<file path="config.mk">
export PLATFORM = sky130hd
export DESIGN_NAME = push_conditioner
export DESIGN_NICKNAME = d
export VERILOG_FILES = /design/src/rtl/push_conditioner.sv
export SDC_FILE = /design/constraint.sdc
export NUM_CORES = 1
export LEC_CHECK = 0
export ABC_AREA = 1
export BUFFER_PORTS_ARGS = -buffer_cell sky130_fd_sc_hd__clkbuf_2
export CAP_MARGIN = 25
export CORE_MARGIN = 2
export CORE_UTILIZATION = 40
export DETAILED_ROUTE_END_ITERATION = 6
export GPL_TIMING_DRIVEN = 0
export MAX_ROUTING_LAYER = met4
export PLACE_DENSITY = 0.59
export SYNTH_ARGS = -nofsm -noshare
export SYNTH_HDL_FRONTEND = slang
export SYNTH_SLANG_ARGS = --single-unit
</file>
<file path="constraint.sdc">
create_clock -name clk -period 2 [get_ports clk]
set_clock_uncertainty 0.1 [all_clocks]
set_input_delay 0.1 -clock clk [delete_from_list [all_inputs] [get_ports clk]]
set_output_delay 0.1 -clock clk [all_outputs]
set_load 0.01 [all_outputs]
</file>
<file path="src/rtl/push_conditioner.sv">
// Front-panel push-button conditioner: per-channel 2-flop sync, debounce,
// press pulse and hold-to-repeat pulse train. Channels are fully independent.
//
// state  | meaning
// IDLE   | debounced level low, waiting for an accepted press
// DELAY  | held, counting toward the first auto-repeat
// REPEAT | held, emitting auto-repeat pulses every REPEAT_PERIOD edges
module push_conditioner #(
   parameter int N_BTN           = 5,
   parameter int DEBOUNCE_CYCLES = 16,
   parameter int REPEAT_DELAY    = 5000,
   parameter int REPEAT_PERIOD   = 1500
) (
   input  logic             clk,
   input  logic             resetn,
   input  logic [N_BTN-1:0] push_raw,
   input  logic             enable,
   output logic [N_BTN-1:0] push_level,
   output logic [N_BTN-1:0] push_pulse,
   output logic [N_BTN-1:0] push_repeat
);

   localparam int DB_W     = (DEBOUNCE_CYCLES > 1) ? $clog2(DEBOUNCE_CYCLES) : 1;
   localparam int HOLD_MAX = (REPEAT_DELAY > REPEAT_PERIOD) ? REPEAT_DELAY : REPEAT_PERIOD;
   localparam int HOLD_W   = (HOLD_MAX > 1) ? $clog2(HOLD_MAX) : 1;

   localparam logic [DB_W-1:0]   DB_LAST     = DB_W'(DEBOUNCE_CYCLES - 1);
   localparam logic [DB_W-1:0]   DB_ONE      = DB_W'(1);
   localparam logic [HOLD_W-1:0] DELAY_LAST  = HOLD_W'(REPEAT_DELAY - 1);
   localparam logic [HOLD_W-1:0] PERIOD_LAST = HOLD_W'(REPEAT_PERIOD - 1);
   localparam logic [HOLD_W-1:0] HOLD_ONE    = HOLD_W'(1);

   typedef enum logic [1:0] {
      IDLE   = 2'd0,
      DELAY  = 2'd1,
      REPEAT = 2'd2
   } chan_state_e;

   logic [N_BTN-1:0] sync_q1;
   logic [N_BTN-1:0] sync_q2;

   always_ff @(posedge clk or negedge resetn) begin
      if (!resetn) begin
         sync_q1 <= '0;
         sync_q2 <= '0;
      end else begin
         sync_q1 <= push_raw;
         sync_q2 <= sync_q1;
      end
   end

   for (genvar i = 0; i < N_BTN; i++) begin : g_chan
      chan_state_e       state;
      chan_state_e       state_nxt;
      logic [DB_W-1:0]   db_cnt;
      logic [DB_W-1:0]   db_cnt_nxt;
      logic [HOLD_W-1:0] hold_cnt;
      logic [HOLD_W-1:0] hold_cnt_nxt;
      logic              level_q;
      logic              level_nxt;
      logic              pulse_q;
      logic              pulse_nxt;
      logic              repeat_q;
      logic              repeat_nxt;

      // Any disagreement that returns early clears the count.
      always_comb begin
         db_cnt_nxt = db_cnt;
         level_nxt  = level_q;
         if (sync_q2[i] == level_q) begin
            db_cnt_nxt = '0;
         end else if (db_cnt == DB_LAST) begin
            level_nxt  = sync_q2[i];
            db_cnt_nxt = '0;
         end else begin
            db_cnt_nxt = db_cnt + DB_ONE;
         end
      end

      // FSM follows the level being registered this edge, so press and
      // release are seen in the same cycle push_level changes.
      always_comb begin
         state_nxt    = state;
         hold_cnt_nxt = hold_cnt;
         if (!level_nxt) begin
            state_nxt    = IDLE;
            hold_cnt_nxt = '0;
         end else if (!enable) begin
            state_nxt    = DELAY;
            hold_cnt_nxt = '0;
         end else begin
            case (state)
               IDLE: begin
                  state_nxt    = DELAY;
                  hold_cnt_nxt = '0;
               end
               DELAY: begin
                  if (hold_cnt == DELAY_LAST) begin
                     state_nxt    = REPEAT;
                     hold_cnt_nxt = '0;
                  end else begin
                     hold_cnt_nxt = hold_cnt + HOLD_ONE;
                  end
               end
               REPEAT: begin
                  if (hold_cnt == PERIOD_LAST) begin
                     hold_cnt_nxt = '0;
                  end else begin
                     hold_cnt_nxt = hold_cnt + HOLD_ONE;
                  end
               end
               default: begin
                  state_nxt    = IDLE;
                  hold_cnt_nxt = '0;
               end
            endcase
         end
      end

      always_comb begin
         pulse_nxt  = 1'b0;
         repeat_nxt = 1'b0;
         if (enable && level_nxt) begin
            case (state)
               IDLE: begin
                  pulse_nxt  = 1'b1;
                  repeat_nxt = 1'b1;
               end
               DELAY:   repeat_nxt = (hold_cnt == DELAY_LAST);
               REPEAT:  repeat_nxt = (hold_cnt == PERIOD_LAST);
               default: repeat_nxt = 1'b0;
            endcase
         end
      end

      always_ff @(posedge clk or negedge resetn) begin
         if (!resetn) begin
            state    <= IDLE;
            db_cnt   <= '0;
            hold_cnt <= '0;
            level_q  <= 1'b0;
            pulse_q  <= 1'b0;
            repeat_q <= 1'b0;
         end else begin
            state    <= state_nxt;
            db_cnt   <= db_cnt_nxt;
            hold_cnt <= hold_cnt_nxt;
            level_q  <= level_nxt;
            pulse_q  <= pulse_nxt;
            repeat_q <= repeat_nxt;
         end
      end

      assign push_level[i]  = level_q;
      assign push_pulse[i]  = pulse_q;
      assign push_repeat[i] = repeat_q;
   end

endmodule

</file>
==> results.py <==
metrics = {
    "setup_path": {
        "worstSetupPathType": "flip-flop to flip-flop",
        "r2r_slack_ns": 0.26,
        "cpMostUsedCell": "nand2_1",
        "path_delay_family": "simple AND/OR/NAND/NOR gates",
        "cp_max_fo": 5,
        "cp_cell_sequence": "ha_1 > nand2_1 > nor2_1 > nand3_1 > nor3_1 > nand2_1 > nand2_1 > nor2_4",
        "path_buf_inv": 0,
        "crit_required_ns": 2.21,
        "start_kind": "flip-flop",
        "arrival_ns": 1.95,
        "max_stage_delay_ns": 0.38,
        "end_kind": "flip-flop",
        "crit_path_top_delay_cell": "dfrtp_1",
    },
    "timing": {
        "min_period_ns": 1.74,
        "tightest_slew_ns": 0.435,
        "max_freq_mhz": 575,
        "fin_crit_sh": 0.870,
        "setup_viol": 0,
        "max-slew-margin-rel": 0.710,
        "rsz0062_at_grt": "no",
        "hold_viol": 0,
        "final_max_slew_viol_count": 0,
        "setup_slack_ns": 0.260,
    },
    "grt": {
        "grt_pass1_wl_mm": 19.8,
        "antenna_found_initial": 0,
        "grt_usage": 0.141,
        "grt_max_degree": 89,
        "grt-ovfl-total": 0,
        "grt_pass1_vias": 4390,
    },
    "power_and_ir_drop": {
        "leakagePower_uw": 0.00361,
        "intPower_uw": 4400,
        "clock_power_share": 0.528,
        "swShare": 0.209,
        "total_power_uw": 5570,
        "p_seq_frac": 0.447,
        "powerDensity_nw_per_um2": 720,
        "combPwrFrac": 0.024,
        "p_sw_uw": 1170,
        "vdd_drop_max_v": 0.000517,
    },
    "floorplanning": {
        "dieArea_um2": 17700,
        "die_w_um": 133,
        "die_y_um": 133,
        "initial_core_util": 0.405,
        "core_um2": 16500,
        "fp-row-count": 47,
        "io_pins": 23,
    },
    "logic_synthesis": {
        "synth_area_leader_cell": "dfrtp_1",
        "netlist_area_um2": 6670,
        "postSynthAreaPerCell_um2": 8.57,
        "yosys_warnings": 0,
        "syn_nets": 821,
        "yosys-top-cells-area": "dfrtp_1 45%, nand2_1 8.9%, inv_1 6.4%",
        "synthArstFlopShare": 1.00,
        "synth_top_area_share": 0.450,
        "ys_ff_latch": 120,
        "synthCells": 779,
        "yosysMostFrequentCell": "nand2_1",
        "synth_edf_count": 0,
        "synth_cell_type_count": 28,
        "synth_ff_type": "dfrtp_1",
        "synth_common_cells": "158 x nand2_1, 120 x dfrtp_1, 114 x inv_1",
        "synth-seq-area-share": 0.450,
    },
    "finish": {
        "multi_input_area_um2": 3050,
        "area_delta_synth_final_pct": 15.9,
        "fillers": 1584,
        "diodes": 0,
        "fin_util": 0.470,
        "drive_gt1_frac": 0.199,
        "regArea_um2": 3000,
        "fin_nets": 869,
    },
    "drt": {
        "dr.pass1.iters": 4,
        "via_per_inst": 4.40,
        "wire_per_inst_um": 10.5,
        "ant_nets": 0,
        "drtIter0Drc": 243,
        "drt_wl_total_mm": 11.2,
        "drcViolationCount": 0,
        "vias": 4663,
    },
    "placement": {
        "numPortBuffers": 22,
        "place_hpwl_mm": 7.80,
        "place_ws_ns": 0.257,
        "gp_congestion": 0.812,
    },
    "clocking": {
        "cts_tree": "yes",
        "postCtsSetupBuffers": 0,
        "cts_buffers": 17,
        "clk_path_buf_depth": 2,
        "insertion_delay_ns": 0.42,
        "h-tree-depth": 4,
        "cts_root_buf": "clkbuf_16",
        "clk_pin_slew_ns": 0.05,
        "clkSinkCount": 120,
    },
    "status": {
        "status": "complete, no violations",
    },
    "run": {
        "maxCapViolations": 0,
    },
    "worst_hold_path": {
        "hold_path_class": "input pin to flip-flop",
    },
}
final cells by class:
| type | instances | area share |
|---|---|---|
| multi-input combinational | 522 | 0.395 |
| clock inverter | 8 | 0.00874 |
| inverter | 117 | 0.0568 |
| sequential | 120 | 0.388 |
| timing repair buffer | 29 | 0.0267 |
| tap | 220 | 0.0356 |
| buffer | 20 | 0.0230 |
| clock buffer | 24 | 0.0662 |
cells in the final DEF (no fill, tap or decap), drive strengths merged, types with 12 or more instances in the layout:
| master | Yosys | layout |
|---|---|---|
| buf | 20 | 21 |
| clkbuf | 0 | 46 |
| dfrtp | 120 | 120 |
| ha | 34 | 34 |
| inv | 117 | 117 |
| nand2 | 170 | 170 |
| nand3 | 58 | 58 |
| nand4 | 26 | 26 |
| nor2 | 141 | 141 |
| nor3 | 22 | 22 |
| o21ai | 12 | 12 |
| xnor2 | 12 | 12 |
| xor2 | 35 | 35 |
cell families after synthesis:
family / share of synthesized area
compound gates: 0.0182
xor+xnor: 0.0617
fa+ha+maj: 0.0638
buf+inv: 0.0924
flops: 0.450
simple gates: 0.314
layer usage:
| layer | global-route usage | routed length (µm) | up-vias | share of wire |
|---|---|---|---|---|
| met3 | 0.0289 | 261 | 19 | 0.023 |
| met2 | 0.212 | 4970 | 47 | 0.45 |
| met4 | 0.0621 | 209 | 0 | 0.019 |
| met5 | - | 0 | - | 0 |
| li1 | - | - | 2498 | - |
| met1 | 0.186 | 5710 | 2099 | 0.51 |
power groups by stage:
stage	combinational, µW	sequential, µW	clock, µW
floorplan	55.3	2530	0
global placement	124	2530	0
detailed placement	134	2530	0
CTS	144	2490	3010
global route	164	2500	3130
finish	136	2490	2940
worst register-to-register path, cell delays in order, from the launching register on:
cell and delay (ns):
dfrtp_1 0.38, ha_1 0.20, nand2_1 0.10, nor2_1 0.26
nand3_1 0.17, nor3_1 0.21, nand2_1 0.07, nand2_1 0.10
nor2_4 0.03
repair_timing:
| item | in CTS | in global routing |
|---|---|---|
| hold buffers | 6 | 0 |
| resized for setup | 0 | 0 |
| endpoints found under the hold margin | 125 | 0 |
| setup endpoints to repair | 0 | 0 |
final timing paths:
path,cells after the start,start,endpoint
worst max-delay path,8,g_chan[4].hold_cnt[0],g_chan[4].hold_cnt[10]
worst min-delay path,3,enable,g_chan[4].pulse_q
worst max register to register,8,g_chan[4].hold_cnt[0],g_chan[4].hold_cnt[10]
worst min register to register,0,sync_q1[4],sync_q2[4]
max in group asynchronous,3,resetn,sync_q1[0]
min in group asynchronous,2,resetn,g_chan[2].hold_cnt[6]
per-stage QoR:
step                      cells  hold slack, ns  cell area (µm²)  TNS [ns]
after floorplan             779          -0.296             6670         0
after global placement     1021           0.109             7060   -139.05
after detailed placement   1022         -0.0736             7090         0
after CTS                  1060          0.0238             7730         0
after global routing       1060          0.0568             7730         0
final                      1060          0.0236             7730         0
state kept, by name, summed over array words and instances, names as in the netlist:
| name | cells |
|---|---|
| g_chan.hold_cnt | 65 |
| g_chan.db_cnt | 20 |
| g_chan.state | 10 |
| g_chan.level_q | 5 |
| g_chan.pulse_q | 5 |
| g_chan.repeat_q | 5 |
| sync_q1 | 5 |
| sync_q2 | 5 |
(Power assumes the default switching activity.)
